--- config.mk ---
export PLATFORM = sky130hd
export DESIGN_NAME = aud_mode_ctrl
export DESIGN_NICKNAME = d
export VERILOG_FILES = /design/src/rtl/aud_mode_ctrl.sv
export SDC_FILE = /design/constraint.sdc
export NUM_CORES = 1
export LEC_CHECK = 0
export CORE_MARGIN = 4
export CORE_UTILIZATION = 30
export DETAILED_ROUTE_END_ITERATION = 12
export GPL_ROUTABILITY_DRIVEN = 0
export PLACE_DENSITY = 0.76
export SYNTH_ARGS = -nofsm -noshare
export SYNTH_HDL_FRONTEND = slang
export SYNTH_SLANG_ARGS = --single-unit
--- constraint.sdc ---
create_clock -name i_clk -period 1.9 [get_ports i_clk]
set_input_delay 0.38 -clock i_clk [delete_from_list [all_inputs] [get_ports i_clk]]
set_output_delay 0.38 -clock i_clk [all_outputs]
set_load 0.005 [all_outputs]
--- src/rtl/aud_mode_ctrl.sv ---
// Top-level sequencer for the audio record/playback path: turns debounced key
// pulses into start/pause/stop pulses for the recorder and player/DSP, owns
// the single SRAM port and latches the recording end address for playback.
// Ports: i_clk/i_rst_n; i_init_done; key pulses i_key_*; i_mode_rec;
//   recorder side o_rec_* / i_rec_addr / i_rec_data; player side o_play_* /
//   i_play_addr / i_play_done; o_end_addr, o_rec_valid; SRAM o_sram_*;
//   o_state for display.
module aud_mode_ctrl #(
   parameter int                 ADDR_W   = 20,
   parameter logic [ADDR_W-1:0]  MAX_ADDR = {ADDR_W{1'b1}}
) (
   input  logic              i_clk,
   input  logic              i_rst_n,
   input  logic              i_init_done,
   input  logic              i_key_start,
   input  logic              i_key_pause,
   input  logic              i_key_stop,
   input  logic              i_mode_rec,
   output logic              o_rec_start,
   output logic              o_rec_pause,
   output logic              o_rec_stop,
   input  logic [ADDR_W-1:0] i_rec_addr,
   input  logic [15:0]       i_rec_data,
   output logic              o_play_start,
   output logic              o_play_pause,
   output logic              o_play_stop,
   input  logic [ADDR_W-1:0] i_play_addr,
   input  logic              i_play_done,
   output logic [ADDR_W-1:0] o_end_addr,
   output logic              o_rec_valid,
   output logic [ADDR_W-1:0] o_sram_addr,
   output logic              o_sram_we_n,
   output logic [15:0]       o_sram_wdata,
   output logic [2:0]        o_state
);

   typedef enum logic [2:0] {
      S_INIT       = 3'd0,
      S_IDLE       = 3'd1,
      S_REC        = 3'd2,
      S_REC_PAUSE  = 3'd3,
      S_PLAY       = 3'd4,
      S_PLAY_PAUSE = 3'd5
   } state_t;

   state_t            state_q, state_d;
   logic [ADDR_W-1:0] end_addr_q, end_addr_d;
   logic              rec_valid_q, rec_valid_d;
   logic              rec_start_q, rec_start_d;
   logic              rec_pause_q, rec_pause_d;
   logic              rec_stop_q, rec_stop_d;
   logic              play_start_q, play_start_d;
   logic              play_pause_q, play_pause_d;
   logic              play_stop_q, play_stop_d;

   // Key priority stop > pause > start: start only counts when neither of the
   // higher-priority keys is pressed in the same cycle, even in states where
   // those higher keys themselves do nothing.
   logic start_eff;
   assign start_eff = i_key_start & ~i_key_pause & ~i_key_stop;

   always_comb begin
      state_d      = state_q;
      end_addr_d   = end_addr_q;
      rec_valid_d  = rec_valid_q;
      rec_start_d  = 1'b0;
      rec_pause_d  = 1'b0;
      rec_stop_d   = 1'b0;
      play_start_d = 1'b0;
      play_pause_d = 1'b0;
      play_stop_d  = 1'b0;
      case (state_q)
         S_INIT: begin
            if (i_init_done) state_d = S_IDLE;
         end
         S_IDLE: begin
            if (start_eff) begin
               if (i_mode_rec) begin
                  state_d     = S_REC;
                  rec_start_d = 1'b1;
               end else if (rec_valid_q) begin
                  state_d      = S_PLAY;
                  play_start_d = 1'b1;
               end
            end
         end
         S_REC: begin
            // Hitting the last SRAM word ends the take like a stop key.
            if (i_key_stop || (i_rec_addr == MAX_ADDR)) begin
               state_d     = S_IDLE;
               rec_stop_d  = 1'b1;
               end_addr_d  = i_rec_addr;
               rec_valid_d = 1'b1;
            end else if (i_key_pause) begin
               state_d     = S_REC_PAUSE;
               rec_pause_d = 1'b1;
            end
         end
         S_REC_PAUSE: begin
            if (i_key_stop) begin
               state_d     = S_IDLE;
               rec_stop_d  = 1'b1;
               end_addr_d  = i_rec_addr;
               rec_valid_d = 1'b1;
            end else if (start_eff) begin
               state_d     = S_REC;
               rec_start_d = 1'b1;
            end
         end
         S_PLAY: begin
            if (i_key_stop || i_play_done) begin
               state_d     = S_IDLE;
               play_stop_d = 1'b1;
            end else if (i_key_pause) begin
               state_d      = S_PLAY_PAUSE;
               play_pause_d = 1'b1;
            end
         end
         S_PLAY_PAUSE: begin
            if (i_key_stop) begin
               state_d     = S_IDLE;
               play_stop_d = 1'b1;
            end else if (start_eff) begin
               state_d      = S_PLAY;
               play_start_d = 1'b1;
            end
         end
         default: state_d = S_INIT;
      endcase
   end

   always_ff @(posedge i_clk or negedge i_rst_n) begin
      if (!i_rst_n) begin
         state_q      <= S_INIT;
         end_addr_q   <= '0;
         rec_valid_q  <= 1'b0;
         rec_start_q  <= 1'b0;
         rec_pause_q  <= 1'b0;
         rec_stop_q   <= 1'b0;
         play_start_q <= 1'b0;
         play_pause_q <= 1'b0;
         play_stop_q  <= 1'b0;
      end else begin
         state_q      <= state_d;
         end_addr_q   <= end_addr_d;
         rec_valid_q  <= rec_valid_d;
         rec_start_q  <= rec_start_d;
         rec_pause_q  <= rec_pause_d;
         rec_stop_q   <= rec_stop_d;
         play_start_q <= play_start_d;
         play_pause_q <= play_pause_d;
         play_stop_q  <= play_stop_d;
      end
   end

   assign o_rec_start  = rec_start_q;
   assign o_rec_pause  = rec_pause_q;
   assign o_rec_stop   = rec_stop_q;
   assign o_play_start = play_start_q;
   assign o_play_pause = play_pause_q;
   assign o_play_stop  = play_stop_q;
   assign o_end_addr   = end_addr_q;
   assign o_rec_valid  = rec_valid_q;
   assign o_state      = state_q;

   // SRAM port follows the registered state so the write strobe can never
   // glitch on a key edge; the recorder keeps the port while paused.
   logic rec_owns;
   assign rec_owns     = (state_q == S_REC) || (state_q == S_REC_PAUSE);
   assign o_sram_addr  = rec_owns ? i_rec_addr : i_play_addr;
   assign o_sram_wdata = rec_owns ? i_rec_data : 16'h0000;
   assign o_sram_we_n  = (state_q != S_REC);

endmodule

; ---- After elaboration in Yosys (flattened, before gate mapping)
; Cells that the tools add are included.
[op_classes]
addsub = 0
n_mul = 0
bitwise_logic = 4
n_shift = 0
magnitude_cmp = 0
n_div = 0
muxes = 40
n_reduce_logical = 7
eq_ne = 16
[ops]
columns = cell, n
row1 = 20-bit 2-to-1 mux, 3
row2 = 20-bit case mux with 2 select lines, 1
row3 = 3-bit 2-to-1 mux, 12
row4 = "20-bit == test, second input constant", 1
row5 = 3-bit case mux with 6 select lines, 1
row6 = 1-bit 2-to-1 mux, 17
row7 = 16-bit 2-to-1 mux, 1
row8 = "3-bit != test, second input constant", 5
row9 = 1-bit case mux with 2 select lines, 5
row10 = "2-bit != test, second input constant", 4
row11 = 7-bit AND reduction, 1
row12 = "3-bit by 2-bit == test with 1-bit output, second input constant", 2
row13 = "3-bit == test, second input constant", 2
row14 = "3-bit by 1-bit == test with 1-bit output, second input constant", 1
row15 = 3-bit logical NOT, 1
row16 = 1-bit logical OR, 3
row17 = "3-bit by 2-bit != test with 1-bit output, second input constant", 1
row18 = 3-bit AND reduction, 1
row19 = 1-bit bitwise AND, 2
row20 = 1-bit NOT, 2
row21 = 2-bit nonzero test, 1
[totals]
wordCells = 76
reg_bits = 30
romBits = 0
output_inout_bits = 67
input_bits = 64
memories = 0
latchBits = 0
ramBits = 0

; ---- Depth between registers and ports, before layout
[logic_depth]
ltp_word = 6
ltp_mapped = 6
mapped_depth_nobuf = 5

; ---- Worst setup path after synthesis
; No wires, ideal clock.
[synth_path]
path_kind = register to register
start = register state_q[2] (netlist: o_state[2])
end = register state_q[1] (netlist: o_state[1])
setup_slack_ns = 0.060
stages_incl_launch_ff = 6
setup_ns = 0.125
arrival_ns = 1.715
t_required_ns = 1.775
path_buffers = 0
period_less_slack_ns = 1.840
cell_sequence = dfrtp_1 or3b_1 or3_4 o221ai_2 nor3_2 mux2_4
[synth_between]
elab_chain_len = 3
word_cells_on_any_way = 15
classes_between = eq/ne (12) / mux (1) / reduce/logical (2)
[synth_rtl]
columns = element, line
row1 = from (decl), 46  ; state_t state_q, state_d;
row2 = from (signal assigned), 144  ; state_q <= state_d;
row3 = "3-bit by 1-bit == test with 1-bit output, or another cell as far along", 72  ; case (state_q)
row4 = 3-bit != test (no line) or 2-bit != test (tied branches), --
row5 = 7-bit AND reduction (no line), --
; Parallel ways exist; a longest one is shown, timed or not.
; A chain may end at the register's enable or synchronous reset.

; ---- Worst setup path after layout
; Same ends and word-level chain as after synthesis.

==> results.json <==
{
  "status": "finished, violations left",
  "violations": "negative setup slack",
  "vias": 2013,
  "hold_class": "in -> async",
  "p_leak_uw": 0.001725,
  "rows": 27,
  "grt_pass1_wl_um": 9625,
  "core-area_um2": 5507,
  "grt_antenna_before_repair": 0,
  "fmax_mhz": 500.8,
  "die_h_um": 83.26,
  "drt_iter0_drc": 80,
  "cap_violations": 0,
  "final_common_cell": "clkdlybuf4s50_1",
  "final_area_um2": 3561,
  "clk_pin_slew_worst_paths_ps": 60,
  "seq_area_frac_synth": 0.4418,
  "ant_nets": 0,
  "worstSetupStartpointType": "register",
  "worst-path-max-fanout": 4,
  "cts_sinks": 30,
  "synth_warnings": 0,
  "diodes": 0,
  "gr-total-overflow": 0,
  "hpwl_um": 4630,
  "setup_violations": 3,
  "insertion_delay_ps": 280,
  "postSynthCellCount": 189,
  "fin_worst_skew_ps": 4.574,
  "tightest_slew_ps": 384.5,
  "slew_viol_final": 0,
  "die_area_um2": 6931,
  "grtUsageTotal": 0.1707,
  "hold_violations": 0,
  "cp.arrival_ps": 2160,
  "cp-startpoint": "o_state[2]",
  "avgSynthCellArea_um2": 8.990,
  "crit_path_end_kind": "register",
  "io_buffers": 130,
  "path_class": "reg -> reg",
  "yosys.area.top_type": "dfrtp_1",
  "p_per_area_nw_per_um2": 1228,
  "start_util": 0.3086,
  "wirelength_um": 6295,
  "clockBufferDepth": 2,
  "drive_gt1_frac": 0.3388,
  "slew_headroom": 0.7437,
  "cts_made_buffers": 5,
  "synthesis.nets": 253,
  "ys_top_cells_by_area": "dfrtp_1 (44%), nand2_1 (15%), mux2_2 (14%), and2_1 (5.9%), nand4_1 (1.8%)",
  "ys_seq_elements": 30,
  "nets": 426,
  "cts_tree": "done",
  "setup_slack_ps": -96.63,
  "vias_per_cell": 4.628,
  "wire_per_inst_um": 14.47,
  "grt_pass1_vias": 2066,
  "layout_common_cells": "clkdlybuf4s50_1 (71), nand2_1 (62), buf_4 (32)",
  "peakVddDrop_v": 0.0005830,
  "ys_types": 34,
  "period_needed_ps": 1997,
  "dr.pass1.iters": 4,
  "utilization": 0.6467,
  "r2r_slack_ps": -100,
  "grt_max_degree": 31,
  "min_period_over_period": 1.051,
  "drc": 0,
  "fp.dieW_um": 83.26,
  "h-tree-depth": 2,
  "reg2reg_depth": 6,
  "io_pins": 131,
  "syn_to_final_growth_pct": 109.6,
  "rsz0062_at_grt": "true",
  "r2r_start": "o_state[2]",
  "ctsRootBufferMaster": "clkbuf_8",
  "dpl-instance-area_um2": 3318,
  "worstReg2RegEnd": "o_state[1]",
  "netlist.area_leader.share": 0.4418,
  "worstPathRequired_ps": 2070,
  "synth_area_um2": 1699
}
==> layout make-up <==
type / count / area [µm²]
fillers: 467 / 1946
repair buffers: 177 / 1637
multi-input cells: 146 / 963.4
flip-flops and latches: 30 / 753.2
clock buffers: 8 / 110.1
well taps: 72 / 90.09
inverters: 2 / 7.507
==> cell families (layout without fill, tap and decap cells) <==
kind of cell,Yosys count,count (layout),synth area share
multiplexers,22,22,0.1480
buffers and inverters,13,187,0.04123
flip-flops,30,30,0.4418
AND/OR/NAND/NOR,113,113,0.3181
AO/OA/AOI/OAI,11,11,0.05081
==> per-stage QoR <==
stage	power (µW)	instances	setup WS [ps]	TNS, ps	hold slack (ps)
finish	4371	435	-96.63	-196.6	480.7
global route	4654	435	-155.3	-502.9	524.2
CTS	4302	431	-187.9	-454.5	499.4
detailed placement	3612	413	-426.3	-9992	496.2
global placement	3557	413	-359.2	-8722	489.6
floorplan	2029	189	60.36	0	84.41
==> report_power, final <==
part           internal (µW)  switching (µW)  total (µW)
Combinational           1680            1010        2690
Clock                    366             242         608
Sequential               907             166        1070
Total                   2950            1420        4370
==> worst max path at each step <==
stage / to / slack, ps / cells after the start
floorplan: o_state[1] / 60 / 5
global placement: o_end_addr[17] / -360 / 7
detailed placement: o_end_addr[6] / -430 / 7
CTS: o_sram_wdata[0] / -190 / 4
global route: o_state[1] / -160 / 6
finish: o_state[1] / -100 / 6
==> cells in the mapped netlist <==
cell and count:
or3b_1 1, mux2_4 1, nor3_1 3, a31oi_1 1, or4_2 1, nand2_1 66
o211ai_1 1, a21oi_1 1, nor4_1 2, a31o_2 1, and2_1 16, buf_2 3
clkbuf_1 6, or3_4 1, o21ai_0 2, nand3b_1 1, or2b_1 1, o32a_1 1
inv_1 2, nor3_2 1, nor2b_1 3, nor2_1 7, dfrtp_1 30, or2_2 2
clkbuf_8 1, nand2b_1 1, mux2_2 21, buf_6 1, nor4b_1 1, o221ai_2 1
nor3b_1 1, o31ai_1 2, a21o_2 1, nand4_1 5
==> per-layer routing <==
| metal | GRT usage | routed length (µm) | vias up |
|---|---|---|---|
| met5 | 0 | 0 | - |
| met4 | 0.05349 | 109 | 0 |
| met3 | 0.06052 | 610 | 15 |
| met2 | 0.3047 | 3132 | 104 |
| met1 | 0.1883 | 2442 | 919 |
| li1 | - | - | 975 |
==> worst max-delay path: stages (launching register included) <==
cell and delay, ps:
dfrtp_2 440, buf_6 130, or3b_1 380, or3_4 360
o221ai_4 180, nor3_2 90, mux2_4 300
==> registers in the layout (all words and copies together), names as in the netlist <==
signal	flops
o_play_stop	1
o_rec_pause	1
o_rec_stop	1
o_play_start	1
o_state	3
o_rec_valid	1
o_end_addr	20
o_play_pause	1
o_rec_start	1
==> what timing repair did <==
item / 4_1_cts / 5_1_grt
endpoints found under the setup margin: 59 / 35
hold buffers: 0 / 0
cloned: 2 / 1
gates resized for setup: 89 / 58
buffers inserted: 8 / 4
pin swaps: 12 / 5
No activity file was read; power rests on OpenSTA's default activity.
